===== config.mk =====
export PLATFORM = sky130hd
export DESIGN_NAME = cordic_mag_ph_feeder
export DESIGN_NICKNAME = d
export VERILOG_FILES = /design/src/rtl/cordic_feeder_pkg.sv /design/src/rtl/cordic_sample_fifo.sv /design/src/rtl/cordic_mag_ph_feeder.sv
export SDC_FILE = /design/constraint.sdc
export NUM_CORES = 1
export LEC_CHECK = 0
export CAP_MARGIN = 20
export CORE_AREA = 5 5 127 117
export DETAILED_ROUTE_END_ITERATION = 10
export DIE_AREA = 0 0 132 122
export PLACE_DENSITY = 0.77
export RECOVER_POWER = 50
export SYNTH_ARGS = -nofsm -noshare
export SYNTH_HDL_FRONTEND = slang
export SYNTH_SLANG_ARGS = --single-unit

===== constraint.sdc =====
create_clock -name clk -period 5.7 [get_ports clk]
set_input_delay 1.14 -clock clk [delete_from_list [all_inputs] [get_ports clk]]
set_output_delay 1.14 -clock clk [all_outputs]
set_load 0.1 [all_outputs]

===== src/rtl/cordic_feeder_pkg.sv =====
// Shared types and helpers for the CORDIC magnitude/phase feeder.
package cordic_feeder_pkg;

  // Sequencer states: idle, waiting on the core, holding a finished result.
  typedef enum logic [1:0] {
    IDLE = 2'd0,
    WAIT = 2'd1,
    HOLD = 2'd2
  } state_t;

  // Address width for a FIFO of the given depth (at least one bit).
  function automatic int ptr_width(input int depth);
    return (depth > 1) ? $clog2(depth) : 1;
  endfunction

endpackage


===== src/rtl/cordic_sample_fifo.sv =====
// Small synchronous FIFO holding packed {x, y} samples. The head entry is
// visible combinationally so the core inputs can be driven straight from it.
module cordic_sample_fifo
  import cordic_feeder_pkg::*;
#(
  parameter int WIDTH = 32,
  parameter int DEPTH = 4
) (
  input  logic             clk,
  input  logic             reset,
  input  logic             i_push,
  input  logic             i_pop,
  input  logic [WIDTH-1:0] i_wdata,
  output logic [WIDTH-1:0] o_rdata,
  output logic             o_full,
  output logic             o_empty
);

  localparam int PW = ptr_width(DEPTH);
  localparam logic [PW:0] PTR_ONE = {{PW{1'b0}}, 1'b1};

  logic [WIDTH-1:0] r_mem [DEPTH];
  logic [PW:0]      r_wr_ptr;
  logic [PW:0]      r_rd_ptr;
  logic             w_push;
  logic             w_pop;

  // Refuse writes when full and reads when empty, whatever the caller asks.
  assign w_push = i_push & ~o_full;
  assign w_pop  = i_pop & ~o_empty;

  // Sample storage; contents need no reset since the pointers gate them.
  always_ff @(posedge clk) begin
    if (w_push) begin
      r_mem[r_wr_ptr[PW-1:0]] <= i_wdata;
    end
  end

  // Read/write pointers carry one extra wrap bit to tell full from empty.
  always_ff @(posedge clk or posedge reset) begin
    if (reset) begin
      r_wr_ptr <= '0;
      r_rd_ptr <= '0;
    end else begin
      if (w_push) r_wr_ptr <= r_wr_ptr + PTR_ONE;
      if (w_pop)  r_rd_ptr <= r_rd_ptr + PTR_ONE;
    end
  end

  assign o_empty = (r_wr_ptr == r_rd_ptr);
  assign o_full  = (r_wr_ptr[PW] != r_rd_ptr[PW]) &&
                   (r_wr_ptr[PW-1:0] == r_rd_ptr[PW-1:0]);
  assign o_rdata = r_mem[r_rd_ptr[PW-1:0]];

endmodule


===== src/rtl/cordic_mag_ph_feeder.sv =====
// Streaming wrapper for the serial magnitude/phase CORDIC core: buffers I/Q
// samples, issues one start per sample, and parks each result in an output
// register with a valid/ready handshake.
module cordic_mag_ph_feeder
  import cordic_feeder_pkg::*;
#(
  parameter int XY_WIDTH   = 16,
  parameter int FIFO_DEPTH = 4
) (
  input  logic                clk,
  input  logic                reset,
  input  logic                in_valid,
  output logic                in_ready,
  input  logic [XY_WIDTH-1:0] in_x,
  input  logic [XY_WIDTH-1:0] in_y,
  output logic                core_st,
  output logic [XY_WIDTH-1:0] core_xin,
  output logic [XY_WIDTH-1:0] core_yin,
  input  logic                core_rdy,
  input  logic [XY_WIDTH-1:0] core_mag,
  input  logic [XY_WIDTH+1:0] core_ph,
  output logic                out_valid,
  input  logic                out_ready,
  output logic [XY_WIDTH-1:0] out_mag,
  output logic [XY_WIDTH+1:0] out_ph,
  output logic                busy
);

  state_t                  r_state;
  state_t                  w_state_next;
  logic                    w_fifo_full;
  logic                    w_fifo_empty;
  logic [2*XY_WIDTH-1:0]   w_head;
  logic                    w_push;
  logic                    w_start;
  logic                    w_capture;
  logic                    w_out_free;
  logic                    r_out_valid;
  logic [XY_WIDTH-1:0]     r_out_mag;
  logic [XY_WIDTH+1:0]     r_out_ph;

  // in_ready depends only on registered FIFO state: no push-through when full.
  assign in_ready = ~w_fifo_full;
  assign w_push   = in_valid & ~w_fifo_full;

  cordic_sample_fifo #(
    .WIDTH (2 * XY_WIDTH),
    .DEPTH (FIFO_DEPTH)
  ) u_fifo (
    .clk     (clk),
    .reset   (reset),
    .i_push  (w_push),
    .i_pop   (w_start),
    .i_wdata ({in_x, in_y}),
    .o_rdata (w_head),
    .o_full  (w_fifo_full),
    .o_empty (w_fifo_empty)
  );

  // The output register can take a result if empty or emptying this cycle.
  assign w_out_free = ~r_out_valid | out_ready;

  // Sequencer state register.
  always_ff @(posedge clk or posedge reset) begin
    if (reset) r_state <= IDLE;
    else       r_state <= w_state_next;
  end

  // Sequencer transitions: one sample in flight in the core at a time.
  always_comb begin
    w_state_next = r_state;
    case (r_state)
      IDLE: if (!w_fifo_empty) w_state_next = WAIT;
      WAIT: if (core_rdy)      w_state_next = w_out_free ? IDLE : HOLD;
      HOLD: if (w_out_free)    w_state_next = IDLE;
      default:                 w_state_next = IDLE;
    endcase
  end

  // Sequencer outputs: start pulse (also pops the FIFO) and result capture.
  always_comb begin
    w_start   = 1'b0;
    w_capture = 1'b0;
    case (r_state)
      IDLE:    w_start   = ~w_fifo_empty;
      WAIT:    w_capture = core_rdy & w_out_free;
      HOLD:    w_capture = w_out_free;
      default: ;
    endcase
  end

  // Output register: load on capture, otherwise clear valid once accepted.
  always_ff @(posedge clk or posedge reset) begin
    if (reset) begin
      r_out_valid <= 1'b0;
      r_out_mag   <= '0;
      r_out_ph    <= '0;
    end else if (w_capture) begin
      r_out_valid <= 1'b1;
      r_out_mag   <= core_mag;
      r_out_ph    <= core_ph;
    end else if (out_ready) begin
      r_out_valid <= 1'b0;
    end
  end

  assign core_st   = w_start;
  assign core_xin  = w_head[2*XY_WIDTH-1:XY_WIDTH];
  assign core_yin  = w_head[XY_WIDTH-1:0];
  assign out_valid = r_out_valid;
  assign out_mag   = r_out_mag;
  assign out_ph    = r_out_ph;
  assign busy      = (r_state != IDLE) | ~w_fifo_empty;

endmodule


After elaboration in Yosys (flattened, before gate mapping)
Memories as Yosys holds them, arrays and structs flattened.
Index checks and enable logic that the tools add are counted.

word-level totals
  flip-flop bits (word level) = 43
  bits in writable memories = 128
  output and inout bits = 70
  logic and storage cells = 42
  memories = 1

operators by class
  $add $sub $neg = 2
  equal/unequal tests = 8
  multiplexer cells = 11
  bitwise gates (word level) = 9
  reductions and logical operators = 5

memories
  memory        depth  width  rd ports  clocked after memory_dff  wr ports  line                      text
  u_fifo.r_mem  4      32     1         0                         1         cordic_sample_fifo.sv:22  logic [WIDTH-1:0] r_mem [DEPTH];

operators by type and width
  kind                                                  number
  two-way mux 2 bit                                     4
  adder 3 x 1 -> 3 bit (second input constant)          2
  inequality test 2 bit (second input constant)         3
  case mux 2 bit (3 select lines)                       1
  two-way mux 1 bit                                     5
  AND 1 bit                                             4
  nonzero test 2 bit                                    2
  equality test 3 bit                                   1
  inverter 1 bit                                        3
  AND reduction 3 bit                                   1
  equality test 2 x 1 -> 1 bit (second input constant)  1
  equality test 2 bit                                   1
  equality test 2 bit (second input constant)           1
  logical NOT 2 bit                                     1
  OR 1 bit                                              2
  case mux 1 bit (2 select lines)                       1
  logical AND 1 bit                                     1
  inequality test 1 bit                                 1

Logic depth before layout (Yosys ltp)
  depth after elaboration = 7
  mapped depth = 6

Hierarchy
A second synthesis with hierarchy kept.

second synthesis, totals
  cell total of the unflattened synthesis = 313
  area total of the unflattened synthesis = 6756.5 µm²

by module, submodules not included
  module                instances  cells an instance  area each (µm²)
  cordic_sample_fifo    1          217                5132.4
  cordic_mag_ph_feeder  1          96                 1624.1

Least setup slack after synthesis
OpenSTA, ideal clock, no wires.

  path type = reg-to-output
  start = reg u_fifo.r_rd_ptr[0]
  end = out core_xin[0]
  arrival time = 1.646 ns
  path slack = 2.914 ns
  cell stages (with the launch flop) = 4
  path buffers = 2
  path through = dfrtp_1 buf_2 buf_2 mux4_2

on the way
  word-level cells in the longest chain between the ends = 1

ends and longest elaborated chain
  what                      line                        text
  from (decl)               cordic_sample_fifo.sv:24    logic [PW:0] r_rd_ptr;
  from (signal assigned)    cordic_sample_fifo.sv:46    if (w_pop) r_rd_ptr <= r_rd_ptr + PTR_ONE;
  memory read (4 x 32 bit)  -
  to (decl)                 cordic_mag_ph_feeder.sv:17  output logic [XY_WIDTH-1:0] core_xin,

No other way between the ends.

Final worst setup path
  start = reg u_fifo.r_rd_ptr[1]
  end = out core_st

on the way
  word-level cells in the longest chain between the ends = 3

ends and longest elaborated chain
  what                 line                        text
  equality test 3 bit  cordic_sample_fifo.sv:50    assign o_empty = (r_wr_ptr == r_rd_ptr);
  inverter 1 bit       cordic_mag_ph_feeder.sv:85  IDLE: w_start = ~w_fifo_empty;
  two-way mux 1 bit    cordic_mag_ph_feeder.sv:84  case (r_state)
  to (decl)            cordic_mag_ph_feeder.sv:16  output logic core_st,

No other way between the ends.

==> metrics.md <==
| Metric | Value |
|---|---|
| Run status | `finished, violations left` |
| Violations in the final reports | `max-capacitance violations, max-slew violations` |
| Required time worst endpoint | `4.56 ns` |
| Class of the most critical setup path | `flip-flop to output pin` |
| DR vias/cell | `5.17` |
| Initial antenna violation count | `0` |
| Final number of max-transition violations | `79` |
| Post-CTS sizing | `0` |
| WHS Path Cells | `1` |
| I/O pin cnt | `141` |
| Least-Margin Pin Slew | `2.34 ns` |
| Standard cell core area | `13,600 um2` |
| Chip Width | `132 um` |
| Endpoints failing hold | `0` |
| Total congestion overflow after global routing | `0` |
| Number of hold-repair buffers added at the cts stage | `0` |
| Reg-to-reg endpoint | `u_fifo.r_mem[3][19]` |
| Net Count, Synth | `379` |
| Fin crit share | `0.798` |
| Number of max-cap violations | `2` |
| Overall fraction of global-route tracks in use | `0.167` |
| Average wire length per cell after detail routing | `20.3 um` |
| HP Class | `flip-flop to flip-flop` |
| First-pass GRT wire length | `20.3 mm` |
| Detailed-route wire length | `12.9 mm` |
| Most frequent cells in the layout | `128 x sky130_fd_sc_hd__edfxtp_1, 106 x sky130_fd_sc_hd__clkdlybuf4s50_1, 41 x sky130_fd_sc_hd__dfrtp_1` |
| Initial Util | `0.478` |
| Unrepaired setup endpoints after global routing | `false` |
| Register bit total from synthesis | `171` |
| Data arrival, critical path | `3.41 ns` |
| Min-Delay Endpoint | `out_mag[8]` |
| Pin count of the biggest net entering global routing | `44` |
| Post-synthesis instance area | `6500 um2` |
| Total vias in the final route | `3,294` |
| Cell at the root of the clock tree | `sky130_fd_sc_hd__clkbuf_16` |
| Count of routing violations after the opening detailed-route iteration | `227` |
| Post-detailed-route count of antenna-violating nets | `0` |
| Sequential area share after synthesis | `0.757` |
| FP Rows | `41` |
| Launch point of the worst reg-to-reg path | `u_fifo.r_rd_ptr[1]` |
| Input/output buffers | `140` |
| R2R Setup Slk | `2.57 ns` |
| Post-layout minimum cycle time | `4.55 ns` |
| Highest net fanout along the worst path | `35` |
| Total clock sinks | `171` |
| Clock tree buffer depth | `2` |
| Layout area overhead | `33.6%` |
| Insertion delay of the later-clocked pin in the worst-skew pair | `0.42 ns` |
| Proportion of layout cells with a drive suffix above 1 | `0.228` |
| Worst clock skew | `0.00608 ns` |
| Post-synthesis cell type count | `34` |
| CTS buffer count | `17` |
| CTS tree | `built` |
| 1st-pass router iterations | `4` |
| Number of nets at the end of the flow | `531` |
| HPWL after DPL | `8.36 mm` |
| Final setup violation count | `0` |
| Number of global-route vias before repair | `3,715` |
| Buffers inserted during post-CTS setup optimization | `0` |
| DR DRC count | `0` |
| Clk pin slew, worst setup/hold paths | `0.07 ns` |
| Max transition margin | `-0.558` |
| Max H-tree Level | `4` |
| Count of mapped cells out of synthesis | `300` |
| Hold path start | `out_mag[8]` |
| Startpoint type of the worst setup path | `flip-flop` |
| Die Span Y | `122 um` |
| Average size of a mapped cell | `21.7 um2` |
| Most common cell after layout, fill and taps aside | `sky130_fd_sc_hd__edfxtp_1` |
| Last weighted congestion value of the routability-driven placer | `0.725` |
| Setup crit end kind | `output pin` |
| Number of antenna repair diodes | `0` |
| Die Footprint | `16,100 um2` |
| Setup tns final | `0 ns` |
| Upper clock frequency limit | `220 MHz` |
| YS warnings | `0` |
| Cell count of the worst reg-to-reg path | `4` |
==> worst max-delay path by stage <==
stage,start,endpoint,slack [ns],depth (start not counted)
2_1_floorplan,u_fifo.r_rd_ptr[0],core_xin[0],2.91,3
3_3_place_gp,u_fifo.r_rd_ptr[0],core_xin[10],1.70,3
3_5_place_dp,u_fifo.r_rd_ptr[0],core_xin[10],1.69,3
4_1_cts,u_fifo.r_rd_ptr[0],core_xin[3],1.19,3
5_1_grt,u_fifo.r_rd_ptr[1],core_st,0.95,4
6_report,u_fifo.r_rd_ptr[1],core_st,1.15,4
==> state kept, by name (all words and copies together) (netlist names) <==
name / cells
out_ph: 18
r_state: 2
u_fifo.r_rd_ptr: 3
out_valid: 1
out_mag: 16
u_fifo.r_mem: 128
u_fifo.r_wr_ptr: 3
==> critical path: stages (launching register included) <==
cell and delay, ns:
sky130_fd_sc_hd__dfrtp_2 0.93, sky130_fd_sc_hd__xor2_1 0.36, sky130_fd_sc_hd__o31ai_1 0.59, sky130_fd_sc_hd__inv_1 0.11, sky130_fd_sc_hd__clkdlybuf4s50_1 0.99
==> Yosys cell counts <==
master                     count  area (um2)
sky130_fd_sc_hd__a211oi_1      1        7.51
sky130_fd_sc_hd__a21o_1        1        7.51
sky130_fd_sc_hd__and2_1        3        18.8
sky130_fd_sc_hd__and3b_1       1        8.76
sky130_fd_sc_hd__buf_2         7        35.0
sky130_fd_sc_hd__buf_4         1        7.51
sky130_fd_sc_hd__clkbuf_1      3        11.3
sky130_fd_sc_hd__dfrtp_1      43        1080
sky130_fd_sc_hd__edfxtp_1    128        3840
sky130_fd_sc_hd__ha_1          8         100
sky130_fd_sc_hd__inv_1         9        33.8
sky130_fd_sc_hd__mux2_1        1        11.3
sky130_fd_sc_hd__mux2_2       34         383
sky130_fd_sc_hd__mux2_4        1        15.0
sky130_fd_sc_hd__mux4_2       32         721
sky130_fd_sc_hd__nand2_1       3        11.3
sky130_fd_sc_hd__nand2b_1      1        6.26
sky130_fd_sc_hd__nand3_1       1        5.00
sky130_fd_sc_hd__nor2b_1       1        6.26
sky130_fd_sc_hd__nor3_1        2        10.0
sky130_fd_sc_hd__nor4_1        1        6.26
sky130_fd_sc_hd__o211ai_1      1        7.51
sky130_fd_sc_hd__o21a_1        1        7.51
sky130_fd_sc_hd__o21ai_0       1        5.00
sky130_fd_sc_hd__o311ai_0      1        8.76
sky130_fd_sc_hd__o311ai_1      1        8.76
sky130_fd_sc_hd__o31a_4        1        17.5
sky130_fd_sc_hd__o31ai_2       1        12.5
sky130_fd_sc_hd__or3_1         1        6.26
sky130_fd_sc_hd__or4_1         1        7.51
sky130_fd_sc_hd__or4b_1        1        10.0
sky130_fd_sc_hd__xnor2_1       5        43.8
sky130_fd_sc_hd__xor2_1        1        8.76
sky130_fd_sc_hd__xor2_2        2        32.5
==> per-stage QoR <==
stage / instance area [um2] / setup slack [ns] / util / hold WS [ns] / cells
floorplan: 6500 / 2.91 / - / 0.502 / 300
global placement: 8100 / 1.70 / 0.596 / 0.487 / 605
detailed placement: 8100 / 1.69 / 0.596 / 0.492 / 605
CTS: 8710 / 1.19 / 0.640 / 0.508 / 637
global route: 8680 / 0.946 / 0.639 / 0.519 / 637
finish: 8680 / 1.15 / 0.639 / 0.504 / 637
==> cell families after synthesis <==
logic type	synth area share
buffers and inverters	0.0135
and+or+nand+nor	0.0148
xor gates and xnor gates	0.0131
DFF	0.757
muxes	0.174
AOI/OAI and AO/OA	0.0127
adders and majority gates	0.0154
==> metal layers <==
layer  GRT usage  share of wire
met1       0.198           0.39
met2       0.290           0.55
met3      0.0537          0.045
met4      0.0566          0.015
met5           0              0
==> layout make-up <==
| cell class | instances | area (um2) |
|---|---|---|
| flip-flops and latches | 171 | 4920 |
| well taps | 172 | 215 |
| clock inverters | 15 | 181 |
| multi-input cells | 109 | 1480 |
| clock buffers | 17 | 425 |
| repair buffers | 144 | 1420 |
| inverters | 9 | 33.8 |
| fillers | 920 | 4910 |
Power is not shown: default switching activity piles up to over one toggle a cycle in this logic, so the estimate is an artifact.
